===== config.mk =====
export PLATFORM = sky130hd
export DESIGN_NAME = button_conditioner
export DESIGN_NICKNAME = d
export VERILOG_FILES = /design/src/rtl/button_conditioner.sv
export SDC_FILE = /design/constraint.sdc
export NUM_CORES = 1
export LEC_CHECK = 0
export ABC_CLOCK_PERIOD_IN_PS = 6750
export CORE_MARGIN = 8
export CORE_UTILIZATION = 40
export DETAILED_ROUTE_END_ITERATION = 8
export HOLD_SLACK_MARGIN = 0.12
export PLACE_DENSITY = 0.67
export SLEW_MARGIN = 20
export SYNTH_ARGS = -nofsm -noshare
export SYNTH_HDL_FRONTEND = slang
export SYNTH_SLANG_ARGS = --single-unit

===== constraint.sdc =====
create_clock -name clk -period 6.75 [get_ports clk]
set_clock_uncertainty 0.05 [all_clocks]
set_input_delay 0.675 -clock clk [delete_from_list [all_inputs] [get_ports clk]]
set_output_delay 0.675 -clock clk [all_outputs]
set_load 0.02 [all_outputs]

===== src/rtl/button_conditioner.sv =====
// button_conditioner: N-channel push-button front end.
// Each channel: 2-FF synchroniser, optional inversion, debounce, press/release
// pulses, toggle flag, long-press detect and optional auto-repeat press pulses.
//
//  state    | meaning
//  ---------+-----------------------------------------------------------
//  ST_UP    | debounced level low (released)
//  ST_DOWN  | debounced level high, hold timer counting toward long-press
//  ST_LONG  | held >= HOLD_CYC cycles; timer paces auto-repeat if enabled
module button_conditioner #(
  parameter int              N_CH         = 4,
  parameter int              DEBOUNCE_CYC = 1000000,
  parameter int              HOLD_CYC     = 50000000,
  parameter int              REPEAT_CYC   = 10000000,
  parameter logic [N_CH-1:0] REPEAT_MASK  = '0,
  parameter logic [N_CH-1:0] INVERT_MASK  = '0
) (
  input  logic            clk,
  input  logic            rst_n,
  input  logic [N_CH-1:0] btn_raw,
  input  logic [N_CH-1:0] toggle_clr,
  output logic [N_CH-1:0] o_level,
  output logic [N_CH-1:0] o_press,
  output logic [N_CH-1:0] o_release,
  output logic [N_CH-1:0] o_toggle,
  output logic [N_CH-1:0] o_long
);

  localparam int DW_RAW = $clog2(DEBOUNCE_CYC + 1);
  localparam int DW     = (DW_RAW < 1) ? 1 : DW_RAW;
  localparam int HW_RAW = $clog2(HOLD_CYC + 1);
  localparam int RW_RAW = $clog2(REPEAT_CYC + 1);
  localparam int TW_RAW = (HW_RAW > RW_RAW) ? HW_RAW : RW_RAW;
  localparam int TW     = (TW_RAW < 1) ? 1 : TW_RAW;

  localparam logic [DW-1:0] DEB_LAST  = DW'(DEBOUNCE_CYC - 1);
  localparam logic [TW-1:0] HOLD_LOAD = TW'(HOLD_CYC - 1);
  localparam logic [TW-1:0] REP_LOAD  = TW'(REPEAT_CYC - 1);

  typedef enum logic [1:0] {
    ST_UP   = 2'd0,
    ST_DOWN = 2'd1,
    ST_LONG = 2'd2
  } state_e;

  logic [N_CH-1:0] sync1_q, sync2_q;
  logic [N_CH-1:0] s_w;
  logic [N_CH-1:0] level_w, long_w;
  logic [N_CH-1:0] accept_w;

  logic [DW-1:0]   deb_cnt_q [N_CH];
  logic [DW-1:0]   deb_cnt_d [N_CH];
  logic [TW-1:0]   tmr_q     [N_CH];
  logic [TW-1:0]   tmr_d     [N_CH];
  state_e          state_q   [N_CH];
  state_e          state_d   [N_CH];

  logic [N_CH-1:0] press_q, press_d;
  logic [N_CH-1:0] release_q, release_d;
  logic [N_CH-1:0] toggle_q, toggle_d;

  // Inversion sits after the synchroniser so reset leaves every channel released.
  assign s_w = sync2_q ^ INVERT_MASK;

  // Decode the debounced level and long-press flag from channel state.
  always_comb begin
    level_w = '0;
    long_w  = '0;
    for (int i = 0; i < N_CH; i++) begin
      level_w[i] = (state_q[i] != ST_UP);
      long_w[i]  = (state_q[i] == ST_LONG);
    end
  end

  // Debounce: count consecutive cycles where the synced input disagrees with
  // the debounced level; accept the change on the DEBOUNCE_CYC-th one.
  always_comb begin
    deb_cnt_d = deb_cnt_q;
    accept_w  = '0;
    for (int i = 0; i < N_CH; i++) begin
      if (s_w[i] == level_w[i]) begin
        deb_cnt_d[i] = '0;
      end else if (deb_cnt_q[i] == DEB_LAST) begin
        deb_cnt_d[i] = '0;
        accept_w[i]  = 1'b1;
      end else begin
        deb_cnt_d[i] = deb_cnt_q[i] + 1'b1;
      end
    end
  end

  // Per-channel press/hold/repeat FSM; release always beats a due repeat pulse.
  always_comb begin
    state_d   = state_q;
    tmr_d     = tmr_q;
    press_d   = '0;
    release_d = '0;
    toggle_d  = toggle_q;
    for (int i = 0; i < N_CH; i++) begin
      case (state_q[i])
        ST_UP: begin
          if (accept_w[i]) begin
            state_d[i]  = ST_DOWN;
            tmr_d[i]    = HOLD_LOAD;
            press_d[i]  = 1'b1;
            toggle_d[i] = ~toggle_q[i];
          end
        end
        ST_DOWN: begin
          if (accept_w[i]) begin
            state_d[i]   = ST_UP;
            tmr_d[i]     = '0;
            release_d[i] = 1'b1;
          end else if (tmr_q[i] == '0) begin
            state_d[i] = ST_LONG;
            if (REPEAT_MASK[i]) begin
              tmr_d[i]   = REP_LOAD;
              press_d[i] = 1'b1;
            end else begin
              tmr_d[i] = '0;
            end
          end else begin
            tmr_d[i] = tmr_q[i] - 1'b1;
          end
        end
        ST_LONG: begin
          if (accept_w[i]) begin
            state_d[i]   = ST_UP;
            tmr_d[i]     = '0;
            release_d[i] = 1'b1;
          end else if (REPEAT_MASK[i]) begin
            if (tmr_q[i] == '0) begin
              tmr_d[i]   = REP_LOAD;
              press_d[i] = 1'b1;
            end else begin
              tmr_d[i] = tmr_q[i] - 1'b1;
            end
          end
        end
        default: begin
          state_d[i] = ST_UP;
          tmr_d[i]   = '0;
        end
      endcase
      if (toggle_clr[i]) begin
        toggle_d[i] = 1'b0;
      end
    end
  end

  // State registers with synchronous active-low reset.
  always_ff @(posedge clk) begin
    if (!rst_n) begin
      sync1_q   <= '0;
      sync2_q   <= '0;
      press_q   <= '0;
      release_q <= '0;
      toggle_q  <= '0;
      for (int i = 0; i < N_CH; i++) begin
        deb_cnt_q[i] <= '0;
        tmr_q[i]     <= '0;
        state_q[i]   <= ST_UP;
      end
    end else begin
      sync1_q   <= btn_raw;
      sync2_q   <= sync1_q;
      press_q   <= press_d;
      release_q <= release_d;
      toggle_q  <= toggle_d;
      for (int i = 0; i < N_CH; i++) begin
        deb_cnt_q[i] <= deb_cnt_d[i];
        tmr_q[i]     <= tmr_d[i];
        state_q[i]   <= state_d[i];
      end
    end
  end

  assign o_level   = level_w;
  assign o_long    = long_w;
  assign o_press   = press_q;
  assign o_release = release_q;
  assign o_toggle  = toggle_q;

endmodule

Word level (Yosys, flattened, before mapping)

Index checks and enable logic that the tools add are counted.

Output and inout bits: 20
Memories kept: 0
Register bits after elaboration: 212
Latch bits: 0
Logic and storage cells: 163
RAM bits: 0
Bits of input ports: 10
ROM bits: 0

Equality and inequality tests: 28
Muxes and demuxes: 52
Order comparisons: 0
Div/mod/pow operators: 0
Multipliers: 0
Bitwise logic cells: 5
$add $sub $neg: 8
Shifts and indexed selects: 0
Reductions and logical operators: 44

Operator list:

| kind                                                                   | number |
|---|---|
| 26-bit 2-to-1 mux                                                      | 16 |
| 26-bit case mux with 3 select lines                                    | 4 |
| 26-bit zero test                                                       | 4 |
| 26-bit by 1-bit subtractor with 26-bit output (second input constant)  | 4 |
| 20-bit by 1-bit adder with 20-bit output (second input constant)       | 4 |
| 20-bit equality test (second input constant)                           | 4 |
| 2-bit 2-to-1 mux                                                       | 16 |
| 2-bit AND reduction                                                    | 16 |
| 2-bit case mux with 3 select lines                                     | 4 |
| 2-bit OR reduction                                                     | 8 |
| 1-bit 2-to-1 mux                                                       | 12 |
| 3-bit != test (second input constant)                                  | 4 |
| 3-bit AND reduction                                                    | 4 |
| 3-bit OR reduction                                                     | 4 |
| 2-bit by 1-bit equality test with 1-bit output (second input constant) | 4 |
| 2-bit equality test (second input constant)                            | 4 |
| 2-bit zero test                                                        | 4 |
| 2-bit by 1-bit != test with 1-bit output (second input constant)       | 4 |
| 2-bit != test (second input constant)                                  | 4 |
| 2-bit nonzero test                                                     | 4 |
| 1-bit inverter                                                         | 5 |
| 1-bit equality test                                                    | 4 |

Depth between registers and ports, before layout

Gate-level depths: netlist of the first run.

Depth after elaboration: 5
Gate-level depth with buffers: 11
Mapped depth without buffers: 8

Worst setup path before layout of the first run

Ideal clock, no wire load.

Kind: register to register
Start: register tmr_q[78] (netlist name)
End: register tmr_q[86] (netlist name)
Data arrival time: 2.375 ns
Setup time: 0.132 ns
Stages on the path, launching flop included: 11
Clock period less this slack: 2.557 ns
Slack: 4.193 ns
Buffers on the path: 2
Required time: 6.568 ns
Path through: dfxtp_1 inv_1 ha_1 or4b_2 nor2_1 and4b_1 nor2_1 buf_2 buf_2 a21oi_1 o32ai_1

Cells in the longest elaborated chain, start to end: 4
Elaborated cells between the ends (all ways): 5
Those cells by class: add/sub (1); mux (3); reduce/logical (1)

RTL lines:

| element                                                                                  | line     | RTL |
|---|---|---|
| start: declaration                                                                       | 53       | `logic [TW-1:0] tmr_q [N_CH];` |
| start signal: indexed assignment                                                         | 172      | `tmr_q[i] <= tmr_d[i];` |
| 26-bit by 1-bit subtractor with 26-bit output / 26-bit zero test (equally long branches) | 123, 114 |  |
| 26-bit 2-to-1 mux (*)                                                                    | 114      | `end else if (tmr_q[i] == '0) begin` |
| 26-bit 2-to-1 mux (*)                                                                    | 110      | `if (accept_w[i]) begin` |
| 26-bit case mux with 3 select lines (*)                                                  | 100      | `case (state_q[i])` |

Mark *: on every way between the ends. The rest lies on a longest branch, timed or not.
A chain may end at the register's enable or synchronous reset.

Worst setup path in the final report of the first run

Start: register state_q[6] (netlist name)
End: output port o_level[0]

Cells in the longest elaborated chain, start to end: 1

RTL lines:

| element                          | line | RTL |
|---|---|---|
| start: declaration               | 55   | `state_e state_q [N_CH];` |
| start signal: indexed assignment | 173  | `state_q[i] <= state_d[i];` |
| 2-bit nonzero test               | 70   | `level_w[i] = (state_q[i] != ST_UP);` |
| end: declaration                 | 22   | `output logic [N_CH-1:0] o_level,` |

No other way between the ends.

==> results of run 1 <==
through the flow:
step | std cells | cell area, um^2 | power [W]
floorplan | 1289 | 10610 | 0.001340
global placement | 1606 | 11140 | 0.001362
detailed placement | 1606 | 11140 | 0.001363
CTS | 1648 | 11960 | 0.002733
global route | 1648 | 11970 | 0.002791
finish | 1648 | 11970 | 0.002697
critical path, cell delays in order, from the launching register on:
cell and delay [ps]:
sky130_fd_sc_hd__dfxtp_1 310, sky130_fd_sc_hd__inv_1 90, sky130_fd_sc_hd__ha_1 710, sky130_fd_sc_hd__inv_1 340, sky130_fd_sc_hd__clkdlybuf4s50_1 650
logic make-up (layout without fill, tap and decap cells):
logic type	after synthesis	after routing	synth area share (%)
and+or+nand+nor	600	600	29.14
AOI/OAI and AO/OA	260	260	16.30
DFF	212	212	39.99
xor gates and xnor gates	97	97	8.004
buffers and inverters	95	119	3.666
adders and majority gates	22	22	2.593
muxes	3	3	0.3065
cell type report:
class,count,area (um^2)
tap,335,419.2
sequential,212,4244
timing repair buffer,36,337.8
inverter,41,153.9
clock inverter,11,158.9
clock buffer,31,665.6
fill,2545,14090
multi-input combinational,982,5988
routing by layer:
layer  track usage [%]  wire (um)
met1             20.58      11910
met2             25.00      11260
met3             2.359       1231
met4             3.789        364
met5                 0          0
power groups by stage:
stage / clock (W) / combinational (W) / sequential [W]
2_1_floorplan: 0 / 0.0000532 / 0.00129
3_3_place_gp: 0 / 0.0000744 / 0.00129
3_5_place_dp: 0 / 0.0000751 / 0.00129
4_1_cts: 0.00140 / 0.0000757 / 0.00126
5_1_grt: 0.00145 / 0.0000843 / 0.00126
6_report: 0.00136 / 0.0000758 / 0.00126
flip-flops by register name (all words and copies together), names as in the netlist:
signal     flops
state_q        8
o_toggle       4
sync1_q        4
s_w            4
o_release      4
o_press        4
deb_cnt_q     80
tmr_q        104
layout by cell type, fill, tap and decap left out, drive strengths merged, types with 28 or more instances in the layout:
cell	netlist	routed
inv	41	41
xnor2	56	56
clkbuf	42	31
xor2	41	41
nor4	30	30
clkdlybuf4s50	0	28
dfxtp	212	212
nor2	172	172
nand3	61	61
o21ai	55	55
nor3	63	63
nand2	101	101
a21oi	70	70
final timing paths:
path	endpoint	depth (start not counted)
setup / recovery	o_level[0]	4
hold / removal	s_w[3]	1
setup reg to reg	tmr_q[19]	6
hold reg to reg	s_w[3]	1
==> metrics list, run 1 <==
- The flow ran to the end, and the final reports show no timing, DRC or antenna violations.
- The repair_antennas step left the layout with diodes totalling 0.
- After global routing the overflow that remains totals 0.
* Max IR drop VDD: between 0.00015 and 0.0002 V
* CTS tree: built
- Relative to the synthesized area, the layout overhead comes to 12.75%.
- The tool flagged a number of max-cap violations equal to 0.
- Transition time at the pin with the least slew margin: 987.5 ps
- Portion of total power attributed to the clock network: just over 50%
* Mean area per synthesized cell: 8.234 um^2
* Pin count of the biggest net entering global routing: 44
- Slew headroom: approximately a third
* Max-slew violations: 0
- The analysis attributes to cell leakage a power of 4.481 nW.
- The min-delay analysis places its worst path in the category reg -> reg.
- HPWL Detailed: 16730 um
- In this run the post-CTS setup repair buffer count came out at 0.
- Register bit count reported by yosys: 212
- Gates resized during post-CTS repair numbered 0.
- The synthesized design contains 0 enable-type register cells.
- The first global-routing pass estimated approximately 42000 um of wire.
- For the worst setup path, the data required time is 6020 ps.
- Clock-pin slew of the registers on the worst-case setup and hold paths: 60 ps
- Critical path fanouts, max: 19
- Counting instances in the post-synthesis netlist gives the leading cell types as sky130_fd_sc_hd__dfxtp_1 (212), sky130_fd_sc_hd__nor2_1 (172), sky130_fd_sc_hd__nand2_1 (100).
- Final routed DRC violation total: 0
- Residual antenna-violating net count after detailed routing: 0
* Total standard cell area after synthesis: 10610 um^2
* Number of H-tree levels: 1
* Final critical-path setup slack: about 3400 ps
* Hold slack final: 388.9 ps
- The tree is rooted in a sky130_fd_sc_hd__clkbuf_16.
* Routed WL per cell: 15.03 um
- Ranked by total cell area, the synthesized netlist is headed by sky130_fd_sc_hd__dfxtp_1 (40%), sky130_fd_sc_hd__nor2_1 (6.1%), sky130_fd_sc_hd__xnor2_1 (4.6%).
- Global routing used 15.24% of the available tracks across all layers.
* Initial Util: 40.73%
* Core occupancy in the finished layout: 45.93%
- CP Class: reg -> out
- The tree built by TritonCTS fans out to 212 sinks.
* Switching part of the total power: 21.16%
* Combinational cell fraction of total power: 2.8%
- For the worst-skew pair, the clock arrives at the later sink with an insertion delay of just over 500 ps.
- The die is 178.9 um tall.
- sky130_fd_sc_hd__dfxtp_1 takes more of the synthesized area than any other cell.
- Setup violations remaining at the end of the flow were counted as 0.
- In the final layout, the share of cells above drive strength 1 is 6.855%.
* First-pass DRT Iterations: 5
- The floorplan step defined a die boundary enclosing 32000 um^2.
- Proportion of synthesized flip-flops having asynchronous set or reset: 0%
* Post-Route Setup TNS: 0 ps
- At the worst endpoint, the arrival time is 2610 ps.
* Detailed-route wire length: 24770 um
- Fin. Hold Viols: 0
- The number of global-route vias before repair is 8733.
- The worst setup path is captured at an output pin.
- Antenna violations before repair: 0
- Ports: 30
* Number of core rows: just under 60
- For this run, the top clock speed supported by timing is 299.6 MHz.
* Gate count of the mapped netlist: 1289
* Number of clock buffers inserted by TritonCTS: 23
- Post-synth net total: ~1300
* Core area: 26060 um^2
- Unrepaired setup endpoints after global routing: no
- Most frequent cell after synthesis: sky130_fd_sc_hd__dfxtp_1
* Final net count: 1328
* Switching power: around 0.00057 W
- The worst setup path is launched from a register.
- Period utilization: 49.45%
- Measured along the x axis, the die boundary spans 178.9 um.
- Final critical delay including setup and external delays: 3338 ps
- Source of the critical timing path: state_q[6]
- Cell internal power was estimated by the tool at 0.002126 W.
* Startpoint of the lowest-slack hold path: sync1_q[3]
* Number of buffers added on ports: 29
- Avg Vias per Cell: approximately 5.6
* P per Cell Area: 225.4 nW/um^2
* Post-synth cell types: 77
- In this run the critical register-to-register path is launched from tmr_q[8].
- For this block, the initial DRC count from the detailed router was about 680.
* Main flop type after synthesis: sky130_fd_sc_hd__dfxtp_1
- Vias after detailed routing: 9304
- Routability-driven placement finished with a final weighted congestion of 0.8313.
* Worst reg2reg setup slack: 3610 ps
- Sequential elements use 39.99% of the synthesized area.
- Synthesis Warnings: 0
- Summed over its instances, the top area cell type makes up 39.99% of the synthesized netlist area.
* Portion of total power attributed to sequential cells: 46.7%
- Post-CTS Hold Fix Bufs: 0
- OpenSTA, run right after detailed placement, puts the worst setup slack at 3628 ps.
* Maximum clock path buffer count: 3
No activity file was read; power rests on OpenSTA's default activity.
==> run 2, diff against run 1 <==
--- a/config.mk
+++ b/config.mk
@@ -5,7 +5,7 @@
 export SDC_FILE = /design/constraint.sdc
 export NUM_CORES = 1
 export LEC_CHECK = 0
-export ABC_CLOCK_PERIOD_IN_PS = 6750
+export ABC_CLOCK_PERIOD_IN_PS = 3500
 export CORE_MARGIN = 8
 export CORE_UTILIZATION = 40
 export DETAILED_ROUTE_END_ITERATION = 8
==> constraint.sdc (replaced) <==
create_clock -name clk -period 3.5 [get_ports clk]
set_clock_uncertainty 0.05 [all_clocks]
set_input_delay 0.35 -clock clk [delete_from_list [all_inputs] [get_ports clk]]
set_output_delay 0.35 -clock clk [all_outputs]
set_load 0.02 [all_outputs]
==> metrics list, run 2 (synthesis gave the netlist of run 1 again) <==
* Pin count of the biggest net entering global routing: 37
* Most frequent cells in the layout: sky130_fd_sc_hd__dfxtp_1 (212), sky130_fd_sc_hd__nor2_1 (172), sky130_fd_sc_hd__nand2_1 (100)
- The worst setup path is launched from a register.
- Residual antenna-violating net count after detailed routing: 0
* Number of sinks driven by the clock tree: ~210
- The final number of max-transition violations was 0.
- Period utilization: 82.50%
- The worst setup path is of the reg -> reg kind.
- In the final routed layout, each cell accounts on average for 14.75 um.
* Core area: 26060 um^2
- Cell leakage power: 4.561 nW
- The register with the most flip-flops in the layout has around 100 of them.
- HPWL Detailed: about 17000 um
- Height of the die: 178.9 um
* Most common library cell in the layout ignoring fill and taps: sky130_fd_sc_hd__dfxtp_1
- Sequence of cells on the critical path: inv_1 > ha_1 > or4b_2 > nor2_1 > nand3b_1 > nand2_1 > o21ai_0 > a31o_2
* First-pass GRT wire length: between 40000 and 50000 um
- Across the VDD grid, the largest voltage drop is 0.0003784 V.
- For this block, the routed nets add up to around 25000 um of wire.
- Of the total power, the clock network draws 48.8%.
- Buffers inserted during post-CTS setup optimization: 0
- P per Cell Area: 417.4 nW/um^2
- The first TritonRoute pass finished after 5 iterations.
- Of the total power, registers draw approximately half.
- Final hold analysis gives a worst-case slack of between 200 and 250 ps.
* Post-CTS Hold Fix Bufs: 0
- Register with the highest flop count: tmr_q
* Slew headroom: 47.25%
- Fraction of layout instances using a drive strength above 1: under 10%
- Input and output buffers added on the ports amount to 29.
- In this run switching power makes up a little over a fifth of total power.
- Post-Route Setup TNS: 0 ps
- Summing over every cut layer, the via total after detailed routing is 9411.
* Total die area: approximately 32000 um^2
- Largest registers: tmr_q x104, deb_cnt_q x80, state_q x8
- Vias in the first global route: roughly 8500
* Required time at the endpoint of the critical path: about 3900 ps
- The clock passes through at most 3 buffers.
* Endpoint type of the worst setup path: register
- Global routing usage summed across all routing layers: 15.08%
* Crit-path max cell delay: 630 ps
* Cell count after placement: ~1600
* Number of clock buffers inserted by TritonCTS: 24
- Count of maximum capacitance violations: 0
* Area added between synthesis and finish: 13.89%
- Critical path fanouts, max: 12
- Combinational logic burns 3.0% of the power.
- Final routed DRC violation total: 0
- Total inserted antenna cells: 0
* Unrepaired setup endpoints after global routing: no
- Cell internal pwr: 0.003947 W
- 30 I/O pins were placed.
* Run status: complete, no violations
- After floorplanning, the core was divided into 59 placement rows.
- The routed design could run at a clock period as short as 2887 ps.
- TritonCTS built the clock tree.
- Hold/Removal Path Class: in -> reg
* Initial Util: between 40% and 50%
- The number of endpoints with negative hold slack in the final report is 0.
- At the pin with the least slew margin, the transition time is 787.5 ps.
- Overall power of the completed layout: 0.005046 W
* Global route overflow: 0
- Clock-pin slew of the registers on the worst-case setup and hold paths: ~60 ps
* Avg Vias per Cell: 5.632
- The congestion estimate from routability-driven global placement came to 0.8418.
* Clock tree root buffer cell: sky130_fd_sc_hd__clkbuf_16
* Slowest stage cell on the critical path: sky130_fd_sc_hd__or4b_2
- Leaving out filler cells and counting taps, the final layout contains 1671.
* Final net count: roughly 1400
* Arrival time reported for the critical path endpoint: 3250 ps
- The later pin in the worst-skew pair is clocked with a latency of 520 ps.
- In this run the number of H-tree levels came out at 1.
- Measured along the x axis, the die boundary spans 178.9 um.
* # setup viols final: 0
- Achievable Freq: 346.3 MHz
- After clock tree synthesis, the repair step resized 0 gates.
- Drt first-iter violations: 647
* Switching power: approximately 0.0011 W
* Antenna violations before repair: 0
-- run 2: cell count changes in the layout (fill, tap and decap cells not counted), moves of 2 or more --
cell / delta
sky130_fd_sc_hd__clkbuf_8: +2
sky130_fd_sc_hd__bufinv_16: -4
sky130_fd_sc_hd__clkbuf_16: +2
sky130_fd_sc_hd__clkbuf_1: +2
sky130_fd_sc_hd__buf_4: +22
-- run 2: through the flow --
stage | setup WS (ps) | utilization (%) | area [um^2]
after global routing | 421.6 | 46.39 | 12090
after global placement | 771.5 | 43.37 | 11300
after detailed placement | 703.2 | 43.37 | 11300
after floorplan | 943.2 | - | 10610
final | 612.6 | 46.39 | 12090
after CTS | 679.1 | 46.37 | 12080
-- run 2: worst max-delay path, delay by kind of cell, from the launching register on --
kind,cells,cell delay [ps]
and+or+nand+nor,4,1620
AOI/OAI and AO/OA,2,460
DFF,1,310
adders and majority gates,1,230
buffers and inverters,1,90
-- run 2: cell type report --
| class | count | area (um^2) |
|---|---|---|
| Tap cell | 335 | 419.2 |
| Fill cell | 2569 | 13970 |
| Clock inverter | 6 | 32.53 |
| Multi-Input combinational cell | 982 | 5984 |
| Inverter | 41 | 153.9 |
| Clock buffer | 37 | 750.7 |
| Timing Repair Buffer | 58 | 503.0 |
| Sequential cell | 212 | 4244 |
-- run 2: worst paths after layout --
check             startpoint         to  slack [ps]  cells past startpoint
setup / recovery   tmr_q[52]  tmr_q[68]         610                      8
hold / removal         rst_n  tmr_q[89]         250                      3
setup reg to reg   tmr_q[52]  tmr_q[68]         610                      8
hold reg to reg   sync1_q[3]     s_w[3]         380                      1
-- run 2: per-layer routing --
metal | track usage, % | share of wire, % | vias to the layer above
li1 | - | - | 4726
met1 | 19.78 | 48 | 4448
met2 | 25.19 | 46 | 196
met3 | 2.464 | 4.5 | 41
met4 | 4.134 | 2.0 | 0
met5 | 0 | 0 | -
-- run 2: power by group through the flow --
stage	Clock (W)	Combinational, W	Sequential [W]
after floorplan	0	0.000103	0.00248
after global placement	0	0.000150	0.00248
after detailed placement	0	0.000151	0.00248
after CTS	0.00253	0.000152	0.00243
after global routing	0.00263	0.000169	0.00243
final	0.00246	0.000152	0.00243
